[src/rtl/mem_arb_pkg.sv]
// mem_arb_pkg
// Shared definitions for the two-port memory arbiter: port IDs, default
// geometry, and the read-return tag carried alongside the memory pipeline.
package mem_arb_pkg;

    localparam int unsigned ADDR_W_DEF = 16;
    localparam int unsigned DATA_W_DEF = 32;
    localparam int unsigned DEPTH_DEF  = 4096;

    // Port IDs; also the encoding of last_gnt and of the tag's port field.
    localparam logic PORT_IF = 1'b0;
    localparam logic PORT_D  = 1'b1;

    // Stage-2 tag: one entry per read in flight.
    typedef struct packed {
        logic valid;  // a read response is due this cycle
        logic port;   // originating port (PORT_IF / PORT_D)
        logic oor;    // address was out of range: return 0
    } tag_t;

endpackage

[src/rtl/rr_arb2.sv]
// rr_arb2
// Two-requester round-robin arbiter. On a tie the port that was not granted
// last wins; a sole requester always wins. last_gnt only moves when a grant
// is actually taken (advance).
// Ports:
//   clk, rst_n  clock, synchronous active-low reset (last_gnt -> PORT_IF)
//   req[1:0]    requests, bit 0 = fetch, bit 1 = data
//   advance     a grant is taken this cycle
//   gnt[1:0]    one-hot (or zero) combinational grant
module rr_arb2
    import mem_arb_pkg::*;
(
    input  logic       clk,
    input  logic       rst_n,
    input  logic [1:0] req,
    input  logic       advance,
    output logic [1:0] gnt
);

    logic last_gnt_q, last_gnt_d;

    always_comb begin
        gnt = req;
        if (req == 2'b11) begin
            gnt = (last_gnt_q == PORT_D) ? 2'b01 : 2'b10;
        end
        last_gnt_d = last_gnt_q;
        if (advance) begin
            last_gnt_d = gnt[1];  // gnt[1] set means PORT_D won
        end
    end

    always_ff @(posedge clk) begin
        if (!rst_n) begin
            last_gnt_q <= PORT_IF;
        end else begin
            last_gnt_q <= last_gnt_d;
        end
    end

endmodule

[src/rtl/mem_arbiter.sv]
// mem_arbiter
// Front end for a single-port synchronous memory shared by instruction fetch
// (port 0, read-only) and load/store (port 1). One access is granted per
// cycle, registered into a command stage (mem_*), and reads are tracked by a
// tag stage so that data returns to its port exactly 2 cycles after grant.
// Ports:
//   clk, rst_n                         clock, synchronous active-low reset
//   if_req/if_addr/if_gnt              fetch request / address / accept
//   if_rvalid/if_rdata                 fetch read return
//   d_req/d_we/d_addr/d_wdata/d_gnt    data request / accept
//   d_rvalid/d_rdata/d_err             load return, out-of-range pulse
//   mem_addr/mem_din/mem_we/mem_re     registered memory command
//   mem_dout                           memory read data (cycle after mem_re)
//   busy                               any access in either pipeline stage
module mem_arbiter
    import mem_arb_pkg::*;
#(
    parameter int unsigned ADDR_W = ADDR_W_DEF,
    parameter int unsigned DATA_W = DATA_W_DEF,
    parameter int unsigned DEPTH  = DEPTH_DEF
) (
    input  logic              clk,
    input  logic              rst_n,
    input  logic              if_req,
    input  logic [ADDR_W-1:0] if_addr,
    output logic              if_gnt,
    output logic              if_rvalid,
    output logic [DATA_W-1:0] if_rdata,
    input  logic              d_req,
    input  logic              d_we,
    input  logic [ADDR_W-1:0] d_addr,
    input  logic [DATA_W-1:0] d_wdata,
    output logic              d_gnt,
    output logic              d_rvalid,
    output logic [DATA_W-1:0] d_rdata,
    output logic              d_err,
    output logic [ADDR_W-1:0] mem_addr,
    output logic [DATA_W-1:0] mem_din,
    output logic              mem_we,
    output logic              mem_re,
    input  logic [DATA_W-1:0] mem_dout,
    output logic              busy
);

    localparam logic [ADDR_W:0] DepthW = DEPTH[ADDR_W:0];

    logic [1:0] req, gnt;
    logic       any_gnt;

    // Requests are masked during reset so nothing is accepted.
    assign req     = {d_req, if_req} & {2{rst_n}};
    assign any_gnt = |gnt;
    assign if_gnt  = gnt[0];
    assign d_gnt   = gnt[1];

    rr_arb2 u_rr_arb2 (
        .clk     (clk),
        .rst_n   (rst_n),
        .req     (req),
        .advance (any_gnt),
        .gnt     (gnt)
    );

    // Stage 1: command register plus the tag of the access it carries.
    logic [ADDR_W-1:0] mem_addr_q, mem_addr_d;
    logic [DATA_W-1:0] mem_din_q, mem_din_d;
    logic              mem_we_q, mem_we_d;
    logic              mem_re_q, mem_re_d;
    logic              st_err_q, st_err_d;   // out-of-range store, reported at T+1
    logic              s1_busy_q, s1_busy_d;
    tag_t              tag1_q, tag1_d;
    // Stage 2: read tag aligned with mem_dout.
    tag_t              tag2_q, tag2_d;

    logic [ADDR_W-1:0] win_addr;
    logic              win_oor;
    logic              win_read;

    always_comb begin
        win_addr = gnt[1] ? d_addr : if_addr;
        win_oor  = ({1'b0, win_addr} >= DepthW);
        win_read = gnt[0] | ~d_we;

        mem_addr_d   = mem_addr_q;
        mem_din_d    = mem_din_q;
        mem_we_d     = 1'b0;
        mem_re_d     = 1'b0;
        st_err_d     = 1'b0;
        s1_busy_d    = any_gnt;
        tag1_d       = '0;

        if (any_gnt) begin
            mem_addr_d   = win_addr;
            mem_din_d    = gnt[1] ? d_wdata : '0;
            mem_we_d     = gnt[1] & d_we & ~win_oor;
            mem_re_d     = win_read & ~win_oor;
            st_err_d     = gnt[1] & d_we & win_oor;
            tag1_d.valid = win_read;
            tag1_d.port  = gnt[1];
            tag1_d.oor   = win_oor;
        end

        tag2_d = tag1_q;
    end

    always_ff @(posedge clk) begin
        if (!rst_n) begin
            mem_addr_q <= '0;
            mem_din_q  <= '0;
            mem_we_q   <= 1'b0;
            mem_re_q   <= 1'b0;
            st_err_q   <= 1'b0;
            s1_busy_q  <= 1'b0;
            tag1_q     <= '0;
            tag2_q     <= '0;
        end else begin
            mem_addr_q <= mem_addr_d;
            mem_din_q  <= mem_din_d;
            mem_we_q   <= mem_we_d;
            mem_re_q   <= mem_re_d;
            st_err_q   <= st_err_d;
            s1_busy_q  <= s1_busy_d;
            tag1_q     <= tag1_d;
            tag2_q     <= tag2_d;
        end
    end

    assign mem_addr = mem_addr_q;
    assign mem_din  = mem_din_q;
    assign mem_we   = mem_we_q;
    assign mem_re   = mem_re_q;

    // Read return: out-of-range reads never touched the memory, so force 0.
    logic [DATA_W-1:0] resp_data;

    always_comb begin
        resp_data = tag2_q.oor ? '0 : mem_dout;
        if_rvalid = tag2_q.valid & (tag2_q.port == PORT_IF);
        d_rvalid  = tag2_q.valid & (tag2_q.port == PORT_D);
        if_rdata  = if_rvalid ? resp_data : '0;
        d_rdata   = d_rvalid ? resp_data : '0;
        d_err     = st_err_q | (d_rvalid & tag2_q.oor);
        busy      = s1_busy_q | tag2_q.valid;
    end

endmodule

[config.mk]
export PLATFORM = sky130hd
export DESIGN_NAME = mem_arbiter
export DESIGN_NICKNAME = d
export VERILOG_FILES = /design/src/rtl/mem_arb_pkg.sv /design/src/rtl/rr_arb2.sv /design/src/rtl/mem_arbiter.sv
export SDC_FILE = /design/constraint.sdc
export NUM_CORES = 1
export LEC_CHECK = 0
export BUFFER_PORTS_ARGS = -buffer_cell sky130_fd_sc_hd__buf_2
export CAP_MARGIN = 10
export CORE_AREA = 2 2 86 88
export DETAILED_ROUTE_END_ITERATION = 10
export DIE_AREA = 0 0 88 90
export PLACE_DENSITY = 0.8
export SYNTH_ARGS = -nofsm -noshare
export SYNTH_HDL_FRONTEND = slang
export SYNTH_SLANG_ARGS = --single-unit
[constraint.sdc]
create_clock -name clk -period 2.4 [get_ports clk]
set_input_delay 0.48 -clock clk [delete_from_list [all_inputs] [get_ports clk]]
set_output_delay 0.48 -clock clk [all_outputs]
set_load 0.01 [all_outputs]
## Word-level counts from Yosys, hierarchy flattened

Cells that the tools add are included.

| storage, ports and cells | value |
|---|---|
| register bits | 59 |
| bits in latches | 0 |
| memory bits (writable) | 0 |
| memory bits (read-only) | 0 |
| input bits | 101 |
| memories | 0 |

| cells by class | value |
|---|---|
| add/subtract/negate cells | 0 |
| multiply operators | 0 |
| divide/modulo/power cells | 0 |
| $lt $le $gt $ge | 1 |
| eq/ne operators | 1 |
| shift operators | 0 |
| multiplexer cells | 7 |
| bitwise logic cells | 14 |
| reductions and logical operators | 2 |

Operators with widths:

| kind | count |
|---|---|
| $mux 32 | 4 |
| $ge 16x13->1 const B | 1 |
| $mux 16 | 1 |
| $and 1x1->1 | 7 |
| $mux 2 | 2 |
| $not 1->1 | 3 |
| $or 1x1->1 | 3 |
| $and 2x2->2 | 1 |
| $eq 2x2->1 const B | 1 |
| $reduce_and 2->1 | 1 |
| $reduce_or 2->1 | 1 |

## Longest topological paths before layout

| logic depth | value |
|---|---|
| depth after elaboration | 7 |
| mapped depth | 6 |

## By module

A second synthesis with hierarchy kept.

| unflattened totals | value |
|---|---|
| cell total of the unflattened synthesis | 362 |
| area total of the unflattened synthesis | 2930.3 sq um |

Modules (own cells, without submodules):

| module | times used | cells each | area each (sq um) |
|---|---|---|---|
| mem_arbiter | 1 | 356 | 2870.3 |
| rr_arb2 | 1 | 6 | 60.1 |

## Least setup slack after synthesis

No wires, ideal clock.

| timing | value |
|---|---|
| path kind | input -> output |
| from | in rst_n |
| to | out if_gnt |
| arrival | 1277 ps |
| required time | 1920 ps |
| path slack | 643 ps |
| stages on the path | 4 |
| cells stage by stage | buf_2 clkinv_1 clkbuf_1 nor2_1 |

| on the way | value |
|---|---|
| word-level cells in the longest chain between the ends | 3 |

RTL lines:

| item | line | RTL |
|---|---|---|
| start: declaration | mem_arbiter.sv:23 | `input logic rst_n,` |
| $and 2x2->2 * | mem_arbiter.sv:51 | `assign req = {d_req, if_req} & {2{rst_n}};` |
| $eq 2x2->1 | rr_arb2.sv:24 | `if (req == 2'b11) begin` |
| $mux 2 * | rr_arb2.sv:24 |  |
| end: declaration | mem_arbiter.sv:26 | `output logic if_gnt,` |

Every way passes the cells marked *; elsewhere a longest branch is shown, timed or not.

## Worst setup path after layout

| timing | value |
|---|---|
| from | reg tag2_q[2] (netlist name) |
| to | out d_rdata[7] |

| on the way | value |
|---|---|
| word-level cells in the longest chain between the ends | 2 |

RTL lines:

| item | line | RTL |
|---|---|---|
| start: declaration | mem_arbiter.sv:73 | `tag_t tag2_q, tag2_d;` |
| start signal: assignment | mem_arbiter.sv:124 | `tag2_q <= tag2_d;` |
| $and 1x1->1 | mem_arbiter.sv:139 | `d_rvalid = tag2_q.valid & (tag2_q.port == PORT_D);` |
| $mux 32 | mem_arbiter.sv:141 | `d_rdata = d_rvalid ? resp_data : '0;` |
| end: declaration | mem_arbiter.sv:35 | `output logic [DATA_W-1:0] d_rdata,` |

No other way between the ends.

==> qor.yml <==
synth_most_common_cell: "nor2_1"
grt_pass1_wl_um: 13870
finalCritPeriodShare_pct: 85.66
coreArea_um2: 7020
ys_ff_latch: 59
power.density_nw_per_um2: 605.6
cp_data_arrival_time_ns: 1.58
avgSynthCellArea_um2: 7.775
fillers: 641
whs_endpoint: "mem_addr[11]"
postCtsSetupBuffers: 0
vias_per_cell: 4.944
synth.top_cells.by_count: "nor2_1, dfxtp_1, nand2b_1"
seqPwrFrac_pct: 42.7
cts_tree: "yes"
clkLatencyLatePin_ns: 0.32
r2r_end: "mem_din[16]"
row_count: 31
path_clk_slew_ns: 0.06
min-delay-start: "d_addr[11]"
setup_ws_ns: 0.3442
clockBufferDepth: 2
port_buffers: 220
synth_ff_type: "dfxtp_1"
grt_pass1_vias: 2970
drive_gt1_share_pct: 45.31
startpoint_type: "flip-flop"
finalInstanceArea_um2: 4141
post-place-cells: 648
track_usage_pct: 21.97
cts_sinks: 59
irDropWorstVdd_mv: 0.3897
ys_top_cells_by_area: "dfxtp_1, nor2_1, a32oi_1"
start_util_pct: 38.76
slew_violations: 0
r2r_setup_slack_ns: 0.93
path_class: "flip-flop to output port"
worst_slew_pin_slew_ns: 1.016
dpl-instance-area_um2: 3914
skew_ns: 0.008054
holdBufCountCts: 0
io_pins: 221
r2r_start: "u_rr_arb2.last_gnt_q"
maxSlewHeadroom_pct: 32.03
area_growth_pct: 52.18
hpwl_um: 7173
dr.pass1.iters: 4
hold_viol: 0
regArea_um2: 1181
drt-initial-drc-count: 211
grt_overflow_total: 0
end_kind: "output port"
switching_share_pct: 25.46
path_max_fanout: 18
antenna_cells: 0
cts-root-buf: "clkbuf_8"
path_cells: "nand2_1 -> buf_4 -> nor2_1 -> buf_2"
total_power_mw: 2.508
min_period_ns: 2.056
die_h_um: 90
critical-path-top-delay-family: "buffers and inverters"
synth-edff-count: 0
die_w_um: 88
outcome: "completed"
routed_wirelength_um: 9135
ys_warn_count: 0
place_congestion: 0.8417
stdcell_count: 664
dieArea_um2: 7920
num_vias: 3283
pwr-share-clk_pct: 40.1
postRouteAntennaNets: 0
wl_per_cell_um: 13.76
async_flop_share_pct: 0
comb_power_share_pct: 17.1
cts_resized: 0
antenna_found_initial: 0
synth_largest_area_cell: "dfxtp_1"
slowest_stage: "dfxtp_1"
p_switching_mw: 0.6386
crit_required_ns: 1.92
rsz0062_at_grt: "no"
setup_viol: 0
path_buf_inv: 2
synth_area_um2: 2721
yosysTopAreaCellShare_pct: 43.40
synth_cell_types: 29
intPower_mw: 1.869
holdPathStages: 3
drc: 0
fin_setup_tns_ns: 0
grt_max_degree: 35
cts_buffers: 9
multi_input_area_um2: 1399
fmax_mhz: 486.4
place_ws_ns: 0.4949
leakagePower_nw: 2.185
reg2regPathDepth: 4
cp_slowest_stage_delay_ns: 0.34
h-tree-depth: 3
syn_inst: 350
hp-class: "primary input to flip-flop"
cap_viol_max_count: 0
nets: 661
syn-num-nets: 451
yosysSeqAreaShare_pct: 43.40
## worst reg2reg max path, cell delays in order, from the launching register on
cell      delay, ns
dfxtp_1        0.36
a21boi_4       0.48
buf_4          0.33
a32oi_1        0.14
nor2_1         0.11
## sequential cells by signal, indices dropped and copies added (netlist names)
signal,cells
mem_we,1
mem_din,32
tag1_q,3
st_err_q,1
mem_re,1
tag2_q,3
u_rr_arb2.last_gnt_q,1
s1_busy_q,1
mem_addr,16
## logic make-up after synthesis
kind of cell,share of synthesized area (%)
buf+inv,5.609
simple gates,32.46
flops,43.40
compound gates,18.53
## metal layers
layer | vias to the layer above | global-route usage [%] | share of wire [%]
met2 | 183 | 39.08 | 51
met1 | 1467 | 24.33 | 38
li1 | 1621 | - | -
met4 | 0 | 9.103 | 1.7
met5 | - | 0 | 0
met3 | 12 | 5.418 | 9.1
## metrics by stage
step                util (%)  hold slack [ns]
floorplan                  -           0.4119
global placement       55.75           0.4206
detailed placement     55.75           0.4257
CTS                    58.99           0.3824
global route           58.99           0.3971
finish                 58.99           0.3935
## area by class of cell
type	count	share of cell area [%]
clock inverters	4	1.752
repair buffers	232	28.76
multi-input cells	253	33.78
clock buffers	12	3.746
flip-flops and latches	59	28.52
inverters	5	0.4532
well taps	99	2.991
## power by group through the flow
stage | Combinational, mW | Clock [mW] | Sequential (mW)
after floorplan | 0.205 | 0 | 1.11
after global placement | 0.419 | 0 | 1.09
after detailed placement | 0.429 | 0 | 1.09
after CTS | 0.430 | 1.02 | 1.07
after global routing | 0.472 | 1.06 | 1.08
final | 0.430 | 1.01 | 1.07
## layout by cell type (no fill, tap or decap)
cell          n
buf_2       220
nor2_1      102
dfxtp_1      59
nand2b_1     34
nand2_1      33
a32oi_1      32
nand3_1      17
buf_4        12
clkbuf_8     11
o311ai_1     10
o311ai_0      6
inv_1         4
and2_1        3
a21oi_1       2
bufinv_16     2
a21bo_2       1
nor2_2        1
clkinv_1      1
o21ai_0       1
a21o_1        1
or2_2         1
a21boi_4      1
o21ai_2       1
nor3b_2       1
or4_4         1
and3_4        1
nor4_1        1
a2111oi_4     1
nor2b_1       1
o21a_1        1
clkinvlp_4    1
clkinv_2      1
clkbuf_1      1
## worst max path at each step
stage | startpoint | endpoint | slack [ns] | depth (start not counted)
finish | tag2_q[2] | d_rdata[7] | 0.34 | 4
CTS | tag2_q[2] | d_rdata[7] | 0.31 | 4
floorplan | rst_n | if_gnt | 0.64 | 4
detailed placement | rst_n | mem_din[16] | 0.49 | 5
global route | tag2_q[0] | if_rdata[0] | 0.20 | 3
global placement | rst_n | mem_addr[4] | 0.56 | 5
Power figures use the tool's default switching activity.
